`config.mk`:
```
export PLATFORM = sky130hd
export DESIGN_NAME = ysyx_24110006_lsu
export DESIGN_NICKNAME = d
export VERILOG_FILES = /design/src/rtl/ysyx_24110006_lsu_pkg.sv /design/src/rtl/ysyx_24110006_lsu_align.sv /design/src/rtl/ysyx_24110006_lsu.sv
export SDC_FILE = /design/constraint.sdc
export NUM_CORES = 1
export LEC_CHECK = 0
export CORE_MARGIN = 2
export CORE_UTILIZATION = 45
export CTS_BUF_LIST = sky130_fd_sc_hd__clkbuf_4 sky130_fd_sc_hd__clkbuf_8 sky130_fd_sc_hd__clkbuf_16
export DETAILED_ROUTE_END_ITERATION = 10
export GPL_TIMING_DRIVEN = 1
export PLACE_DENSITY = 0.89
export SLEW_MARGIN = 20
export SYNTH_ARGS = -nofsm -noshare
export SYNTH_HDL_FRONTEND = slang
export SYNTH_SLANG_ARGS = --single-unit
```
`constraint.sdc`:
```
create_clock -name i_clk -period 2.1 [get_ports i_clk]
set_clock_uncertainty 0.1 [all_clocks]
set_input_delay 0.42 -clock i_clk [delete_from_list [all_inputs] [get_ports i_clk]]
set_output_delay 0.42 -clock i_clk [all_outputs]
set_load 0.03 [all_outputs]
```
`src/rtl/ysyx_24110006_lsu_pkg.sv`:
```
// Shared LSU definitions: opcodes, funct3 size codes, FSM state encoding and access-legality helper.
// Pure constants and functions: no latency, no flow control.
package ysyx_24110006_lsu_pkg;

    localparam logic [6:0] OP_LOAD  = 7'b0000011;
    localparam logic [6:0] OP_STORE = 7'b0100011;

    localparam logic [2:0] F3_B  = 3'b000;
    localparam logic [2:0] F3_H  = 3'b001;
    localparam logic [2:0] F3_W  = 3'b010;
    localparam logic [2:0] F3_BU = 3'b100;
    localparam logic [2:0] F3_HU = 3'b101;

    typedef enum logic [1:0] {
        ST_IDLE = 2'd0,
        ST_MEM  = 2'd1,
        ST_RESP = 2'd2
    } lsu_state_e;

    // Unsigned sizes exist only for loads; an illegal size is reported like a misalignment.
    function automatic logic access_ok(input logic is_store, input logic [2:0] func,
                                       input logic [1:0] off);
        logic ok;
        ok = 1'b0;
        case (func)
            F3_B:  ok = 1'b1;
            F3_H:  ok = ~off[0];
            F3_W:  ok = (off == 2'b00);
            F3_BU: ok = ~is_store;
            F3_HU: ok = ~is_store & ~off[0];
            default: ok = 1'b0;
        endcase
        return ok;
    endfunction

endpackage

```
`src/rtl/ysyx_24110006_lsu_align.sv`:
```
// Byte-lane steering: store strobes/data shifted into lanes, load word shifted down and extended.
// Purely combinational, zero latency; no backpressure.
module ysyx_24110006_lsu_align
    import ysyx_24110006_lsu_pkg::*;
(
    input  logic        is_store_i,
    input  logic [2:0]  st_func_i,
    input  logic [1:0]  st_off_i,
    input  logic [31:0] rs2_i,
    input  logic [2:0]  ld_func_i,
    input  logic [1:0]  ld_off_i,
    input  logic [31:0] rdata_i,
    output logic        ok_o,
    output logic [3:0]  wmask_o,
    output logic [31:0] wdata_o,
    output logic [31:0] ld_data_o
);

    logic [3:0]  base_mask;
    logic [31:0] ld_shifted;

    always_comb begin
        base_mask = 4'b0000;
        case (st_func_i)
            F3_B:    base_mask = 4'b0001;
            F3_H:    base_mask = 4'b0011;
            F3_W:    base_mask = 4'b1111;
            default: base_mask = 4'b0000;
        endcase
        wmask_o = base_mask << st_off_i;
        wdata_o = rs2_i << {st_off_i, 3'b000};
        ok_o    = access_ok(is_store_i, st_func_i, st_off_i);
    end

    always_comb begin
        ld_shifted = rdata_i >> {ld_off_i, 3'b000};
        case (ld_func_i)
            F3_B:    ld_data_o = {{24{ld_shifted[7]}}, ld_shifted[7:0]};
            F3_BU:   ld_data_o = {24'h000000, ld_shifted[7:0]};
            F3_H:    ld_data_o = {{16{ld_shifted[15]}}, ld_shifted[15:0]};
            F3_HU:   ld_data_o = {16'h0000, ld_shifted[15:0]};
            default: ld_data_o = ld_shifted;
        endcase
    end

endmodule

```
`src/rtl/ysyx_24110006_lsu.sv`:
```
// Load/store stage: IDLE accepts, MEM runs one req/ack bus cycle, RESP holds the result for writeback.
// Pass-through latency 1, memory latency ack-wait + 1; o_ready only in IDLE, RESP holds until i_ready.
module ysyx_24110006_lsu
    import ysyx_24110006_lsu_pkg::*;
#(
    parameter int unsigned TIMEOUT = 255
) (
    input  logic        i_clk,
    input  logic        i_rst_n,
    input  logic        i_valid,
    output logic        o_ready,
    input  logic [6:0]  i_op,
    input  logic [2:0]  i_func,
    input  logic [31:0] i_result,
    input  logic [31:0] i_reg_src2,
    input  logic        i_reg_wen,
    output logic        o_mem_req,
    output logic        o_mem_wen,
    output logic [31:0] o_mem_addr,
    output logic [31:0] o_mem_wdata,
    output logic [3:0]  o_mem_wmask,
    input  logic        i_mem_ack,
    input  logic [31:0] i_mem_rdata,
    output logic        o_valid,
    input  logic        i_ready,
    output logic [31:0] o_wb_data,
    output logic        o_wb_wen,
    output logic        o_err
);

    localparam int CNT_W = (TIMEOUT > 1) ? $clog2(TIMEOUT) : 1;
    localparam logic [CNT_W-1:0] CNT_LAST = CNT_W'((TIMEOUT == 0) ? 0 : TIMEOUT - 1);

    lsu_state_e       state_q, state_d;
    logic [31:2]      addr_q, addr_d;
    logic [1:0]       off_q, off_d;
    logic [2:0]       func_q, func_d;
    logic             mem_wen_q, mem_wen_d;
    logic [3:0]       wmask_q, wmask_d;
    logic [31:0]      wdata_q, wdata_d;
    logic [31:0]      wb_data_q, wb_data_d;
    logic             wb_wen_q, wb_wen_d;
    logic             err_q, err_d;
    logic [CNT_W-1:0] cnt_q, cnt_d;

    logic        is_load, is_store, al_ok;
    logic [3:0]  al_wmask;
    logic [31:0] al_wdata, al_ld_data;
    logic        expired;

    assign is_load  = (i_op == OP_LOAD);
    assign is_store = (i_op == OP_STORE);
    assign expired  = (TIMEOUT != 0) && (cnt_q == CNT_LAST);

    ysyx_24110006_lsu_align u_align (
        .is_store_i (is_store),
        .st_func_i  (i_func),
        .st_off_i   (i_result[1:0]),
        .rs2_i      (i_reg_src2),
        .ld_func_i  (func_q),
        .ld_off_i   (off_q),
        .rdata_i    (i_mem_rdata),
        .ok_o       (al_ok),
        .wmask_o    (al_wmask),
        .wdata_o    (al_wdata),
        .ld_data_o  (al_ld_data)
    );

    always_comb begin
        state_d   = state_q;
        addr_d    = addr_q;
        off_d     = off_q;
        func_d    = func_q;
        mem_wen_d = mem_wen_q;
        wmask_d   = wmask_q;
        wdata_d   = wdata_q;
        wb_data_d = wb_data_q;
        wb_wen_d  = wb_wen_q;
        err_d     = err_q;
        cnt_d     = cnt_q;
        case (state_q)
            ST_IDLE: begin
                if (i_valid) begin
                    addr_d    = i_result[31:2];
                    off_d     = i_result[1:0];
                    func_d    = i_func;
                    cnt_d     = '0;
                    mem_wen_d = 1'b0;
                    wmask_d   = 4'b0000;
                    wdata_d   = 32'h0;
                    wb_data_d = 32'h0;
                    wb_wen_d  = 1'b0;
                    err_d     = 1'b0;
                    state_d   = ST_RESP;
                    if ((is_load || is_store) && al_ok) begin
                        state_d   = ST_MEM;
                        mem_wen_d = is_store;
                        wmask_d   = is_store ? al_wmask : 4'b0000;
                        wdata_d   = is_store ? al_wdata : 32'h0;
                        wb_wen_d  = i_reg_wen;
                    end else if (is_load || is_store) begin
                        err_d = 1'b1;
                    end else begin
                        wb_data_d = i_result;
                        wb_wen_d  = i_reg_wen;
                    end
                end
            end
            ST_MEM: begin
                // An ack arriving on the expiry cycle still completes normally.
                if (i_mem_ack) begin
                    state_d   = ST_RESP;
                    mem_wen_d = 1'b0;
                    wmask_d   = 4'b0000;
                    if (!mem_wen_q) wb_data_d = al_ld_data;
                end else if (expired) begin
                    state_d   = ST_RESP;
                    mem_wen_d = 1'b0;
                    wmask_d   = 4'b0000;
                    err_d     = 1'b1;
                    wb_wen_d  = 1'b0;
                    wb_data_d = 32'h0;
                end else begin
                    cnt_d = cnt_q + 1'b1;
                end
            end
            ST_RESP: begin
                if (i_ready) state_d = ST_IDLE;
            end
            default: state_d = ST_IDLE;
        endcase
    end

    always_ff @(posedge i_clk or negedge i_rst_n) begin
        if (!i_rst_n) begin
            state_q   <= ST_IDLE;
            addr_q    <= '0;
            off_q     <= 2'b00;
            func_q    <= 3'b000;
            mem_wen_q <= 1'b0;
            wmask_q   <= 4'b0000;
            wdata_q   <= 32'h0;
            wb_data_q <= 32'h0;
            wb_wen_q  <= 1'b0;
            err_q     <= 1'b0;
            cnt_q     <= '0;
        end else begin
            state_q   <= state_d;
            addr_q    <= addr_d;
            off_q     <= off_d;
            func_q    <= func_d;
            mem_wen_q <= mem_wen_d;
            wmask_q   <= wmask_d;
            wdata_q   <= wdata_d;
            wb_data_q <= wb_data_d;
            wb_wen_q  <= wb_wen_d;
            err_q     <= err_d;
            cnt_q     <= cnt_d;
        end
    end

    assign o_ready     = (state_q == ST_IDLE);
    assign o_mem_req   = (state_q == ST_MEM);
    assign o_valid     = (state_q == ST_RESP);
    assign o_mem_wen   = mem_wen_q;
    assign o_mem_addr  = {addr_q, 2'b00};
    assign o_mem_wdata = wdata_q;
    assign o_mem_wmask = wmask_q;
    assign o_wb_data   = wb_data_q;
    assign o_wb_wen    = wb_wen_q;
    assign o_err       = err_q;

endmodule

```
After elaboration in Yosys (flattened, before gate mapping)
Cells that the tools add are included.
{"block": "classes", "addsub": 1, "multipliers": 0, "div": 0, "n_lt_le_gt_ge": 0, "eq_ne": 19, "shifts": 3, "mux": 44, "n_bitwise": 3, "n_reduce_logical": 13}
{"op": "$mux W32", "count": 8}
{"op": "$pmux W32 S4", "count": 1}
{"op": "$pmux W32 S2", "count": 1}
{"op": "$shl A32 B5 Y32", "count": 1}
{"op": "$shr A32 B5 Y32", "count": 1}
{"op": "$mux W8", "count": 3}
{"op": "$mux W4", "count": 5}
{"op": "$pmux W8 S2", "count": 1}
{"op": "$mux W1", "count": 13}
{"op": "$eq A3 B3 Y1 const B", "count": 4}
{"op": "$pmux W4 S3", "count": 1}
{"op": "$reduce_and A4 Y1", "count": 3}
{"op": "$mux W2", "count": 5}
{"op": "$add A8 B1 Y8 const B", "count": 1}
{"op": "$eq A8 B8 Y1 const B", "count": 1}
{"op": "$pmux W4 S2", "count": 1}
{"op": "$eq A7 B2 Y1 const B", "count": 1}
{"op": "$eq A7 B6 Y1 const B", "count": 1}
{"op": "$eq A3 B1 Y1 const B", "count": 2}
{"op": "$logic_not A3 Y1", "count": 2}
{"op": "$ne A2 B2 Y1 const B", "count": 3}
{"op": "$pmux W1 S2", "count": 3}
{"op": "$pmux W2 S3", "count": 1}
{"op": "$reduce_and A3 Y1", "count": 2}
{"op": "other kinds (15)", "count": 18}
{"block": "word_totals", "register_bits": 116, "latch_bits": 0, "ramBits": 0, "rom_bits": 0, "in_bits": 112, "out_inout_bits": 106, "n_memories": 0}

Longest topological paths before layout
{"block": "logic_depth", "word_depth": 8, "mapped_depth": 9, "mapped_depth_nobuf": 7}

By module
From an unflattened synthesis, not the netlist that was laid out.
{"block": "hier_totals", "hier_cells": 619, "area_unflattened_um2": 6262.3}
{"mod": "ysyx_24110006_lsu", "n_inst": 1, "cells_per_inst": 415, "area_each_um2": 4874.7, "seq_area_each_um2": 2902.8}
{"mod": "ysyx_24110006_lsu_align", "n_inst": 1, "cells_per_inst": 204, "area_each_um2": 1387.6, "seq_area_each_um2": 0.0}

Least setup slack after synthesis
OpenSTA, ideal clock, no wires.
{"block": "synth_timing", "path_type": "reg2reg", "from": "reg state_q[0]", "to": "reg wdata_q[10] (netlist: o_mem_wdata[10])", "setup_time_ns": 0.066, "t_arrival_ns": 1.964, "t_required_ns": 1.934, "slack_ns": -0.031, "stages_incl_launch_ff": 9, "n_path_buf": 3, "path_cell_list": "dfrtp_1 > nor2_1 > and2_1 > buf_2 > and4_1 > buf_2 > and2_1 > buf_2 > a22o_1"}
{"block": "synth_between", "elab_chain_len": 2}
{"item": "start, declared", "line": "ysyx_24110006_lsu.sv:34", "source": "lsu_state_e state_q, state_d;"}
{"item": "start signal, assigned", "line": "ysyx_24110006_lsu.sv:148", "source": "state_q <= state_d;"}
{"item": "$logic_not A2 Y1"}
{"item": "via o_ready", "line": "ysyx_24110006_lsu.sv:11", "source": "output logic o_ready,"}
{"item": "$reduce_and A2 Y1 (no source line)"}
{"item": "end signal, assigned", "line": "ysyx_24110006_lsu.sv:154", "source": "wdata_q <= wdata_d;"}
{"item": "end, declared", "line": "ysyx_24110006_lsu.sv:40", "source": "logic [31:0] wdata_q, wdata_d;"}
The timed path passes the listed nets, and every way through them passes these cells.
A chain may end at the register's enable or synchronous reset.

Worst setup path after layout
{"block": "layout_timing", "from": "reg off_q[0]", "to": "reg wb_data_q[20] (netlist: o_wb_data[20])"}
{"block": "layout_between", "elab_chain_len": 5}
{"item": "start, declared", "line": "ysyx_24110006_lsu.sv:36", "source": "logic [1:0] off_q, off_d;"}
{"item": "start signal, assigned", "line": "ysyx_24110006_lsu.sv:138", "source": "off_q <= 2'b00;"}
{"item": "start signal, assigned", "line": "ysyx_24110006_lsu.sv:150", "source": "off_q <= off_d;"}
{"item": "$shr A32 B5 Y32", "line": "ysyx_24110006_lsu_align.sv:36", "source": "ld_shifted = rdata_i >> {ld_off_i, 3'b000};"}
{"item": "$pmux W32 S4", "line": "ysyx_24110006_lsu_align.sv:37", "source": "case (ld_func_i)"}
{"item": "$mux W32", "line": "ysyx_24110006_lsu.sv:115", "source": "if (!mem_wen_q) wb_data_d = al_ld_data;"}
{"item": "$mux W32", "line": "ysyx_24110006_lsu.sv:111", "source": "if (i_mem_ack) begin"}
{"item": "$pmux W32 S2", "line": "ysyx_24110006_lsu.sv:81", "source": "case (state_q)"}
{"item": "end signal, assigned", "line": "ysyx_24110006_lsu.sv:155", "source": "wb_data_q <= wb_data_d;"}
{"item": "end, declared", "line": "ysyx_24110006_lsu.sv:41", "source": "logic [31:0] wb_data_q, wb_data_d;"}
Every way passes these cells. The select of a mux whose other input is x is not followed.

==> reports/qor.yml <==
timing:
  worst-slew-pin-transition_ns: 0.6084
  drv_slew: 0
  slew_headroom: 0.5929
  rsz0062_at_grt: "no"
  whs_ns: 0.3706
  fin_crit_sh: 0.9695
  hold_viol: 0
  setup_viol: 0
  clock.fmax_ghz: 0.4912
  fin_crit_ns: 2.036
cells_and_area:
  layout_commonest_cell: "clkdlybuf4s50_1"
  fin_cells: 1048
  syn2layout_area_growth_pct: 54.65
  mostFrequentLayoutCells: "clkdlybuf4s50_1 (209), nand2_1 (150), dfrtp_1 (114)"
  utilization: 0.7067
  drive_above_1_share: 0.1548
  final_nets: 976
  antenna_cells: 0
die:
  die_h_um: 119.5
  die_x_um: 119.5
  start_util: 0.4570
  rows: 42
  ios: 218
  dieArea_um2: 14280
  coreArea_um2: 13140
critical_path:
  crit_fanout: 16
  critPathRequiredTime_ns: 2.29
  criticalPathCategory: "reg -> reg"
  critical_path_arrival_ns: 2.23
  r2r_slack_ns: 0.06
  crit_path_start_kind: "flip-flop"
  critPathCaptureType: "flip-flop"
logic_synthesis:
  yosys_warnings: 0
  syn_area_um2: 6003
  ys_seq_area_frac: 0.4835
  syn_avg_cell_area_um2: 9.621
  ys_dominant_reg_cell: "dfrtp_1"
  synthArstFlopShare: 1.000
  synth.distinct_cells: 51
  ys_ff_latch: 116
  synth_cells: 624
  synth-edff-count: 0
global_routing:
  grt_first_pass_wirelength_mm: 30.20
  grt_usage: 0.2717
  grt_pass1_vias: 5762
  antenna_found_initial: 0
  grt_max_degree: 55
  overflow: 0
placement:
  hpwl_mm: 14.64
  port_buffers: 215
  placed_cells: 1018
  gp_congestion: 0.8788
clock_tree:
  cts_tree: "done"
  clock-sinks: 116
  cts_buffer_depth: 2
  cts_buffers: 17
  post-cts-setup-buffers: 0
  cts_max_level: 4
  clkTransAtPathRegs_ns: 0.05
  clock_latency_ns: 0.40
  root_buffer: "clkbuf_16"
power_and_ir_drop:
  power_uw: 8138
  peakVddDrop_mv: 0.5175
  leakage_uw: 0.004113
  cellPowerDensity_nw_per_um2: 876.5
routing:
  drt-wirelength-per-cell_um: 18.63
  drt_wl_total_mm: 19.53
  viasPerCell: 5.621
  vias: 5891
  firstDrtPassIters: 5
  drc_errors: 0
  drtIter0Drc: 500
  detail-route-antenna-nets: 0
status:
  status: "completed"
worst_hold_path:
  min_path_type: "reg -> reg"
flow_run:
  cap_viol_max_count: 0
==> worst max-delay path, stage by stage, from the launching register on <==
cell	delay (ns)
dfrtp_2	0.49
nand2b_1	0.20
a311o_1	0.40
nor4_4	0.20
buf_12	0.20
a221oi_1	0.07
o31ai_1	0.27
==> cell families after synthesis <==
family          count (synthesis)  share of synthesized area
buf+inv                        54                    0.04106
compound gates                166                     0.2128
fa+ha+maj                       2                   0.004168
xor+xnor                        4                   0.005837
mux                            49                    0.08795
other cells                     1                  0.0006247
simple gates                  232                     0.1640
flops                         116                     0.4835
==> synth_stat cells, types with 3 or more instances <==
master	instances	share of area
nand2_1	152	0.095
dfrtp_1	116	0.48
nor2_1	43	0.027
o21ai_0	40	0.033
a22o_1	33	0.048
mux2i_1	31	0.052
a21oi_1	30	0.025
clkbuf_1	29	0.018
a221oi_1	21	0.031
buf_2	17	0.014
mux2_2	16	0.030
a221oi_2	10	0.025
o31ai_2	10	0.021
o31ai_1	6	0.0075
and2_1	5	0.0052
nor2b_1	5	0.0052
inv_1	4	0.0025
nand2b_1	4	0.0042
nand3_1	4	0.0033
nor3_1	3	0.0025
or3_1	3	0.0031
==> where the power goes <==
| part | switching [uW] | internal (uW) |
|---|---|---|
| sequential | 203 | 2540 |
| clock | 924 | 1720 |
| combinational | 1550 | 1200 |
| total | 2680 | 5460 |
==> path summary, 6_finish.rpt <==
| path | endpoint | cells after the start | start |
|---|---|---|---|
| setup / recovery | o_wb_data[20] | 6 | off_q[0] |
| hold / removal | addr_q[13] | 2 | addr_q[13] |
| setup reg to reg | o_wb_data[20] | 6 | off_q[0] |
| hold reg to reg | addr_q[13] | 2 | addr_q[13] |
| max in group asynchronous | off_q[1] | 3 | i_rst_n |
| min in group asynchronous | addr_q[29] | 2 | i_rst_n |
==> cell type report <==
type                    count  area [um2]
fillers                   942        3854
flip-flops and latches    116        2905
multi-input cells         455        2897
repair buffers            268        2703
clock buffers              23       489.2
well taps                 176       220.2
clock inverters             6       55.05
inverters                   4       15.01
==> what timing repair did <==
action	4_1_cts	5_1_grt
pin swaps	0	1
hold endpoints to repair	27	0
endpoints found under the setup margin	5	23
hold buffers	1	0
gates cloned	0	0
resized for setup	6	7
==> flip-flops by register name, indices dropped and copies added (netlist names), 2 cells and up <==
signal       count
off_q            2
addr_q          30
cnt_q            8
o_mem_wdata     32
state_q          2
o_mem_wmask      4
o_wb_data       32
func_q           3
==> stage by stage <==
step,cell area [um2],setup WS [ns],TNS (ns)
detailed placement,8708,-0.4145,-17.38
CTS,9260,0.01355,0
floorplan,6010,0.1368,0
global route,9284,0.0001141,0
finish,9284,0.06413,0
global placement,8708,-0.2582,-12.86
==> routing by layer <==
layer / track usage / share of wire / vias up / routed length, um
li1: - / - / 2700 / -
met1: 0.3322 / 0.39 / 2814 / 7709
met2: 0.4529 / 0.48 / 328 / 9374
met3: 0.07367 / 0.092 / 49 / 1789
met4: 0.1169 / 0.034 / 0 / 656
met5: 0 / 0 / - / 0
(Power assumes the default switching activity.)
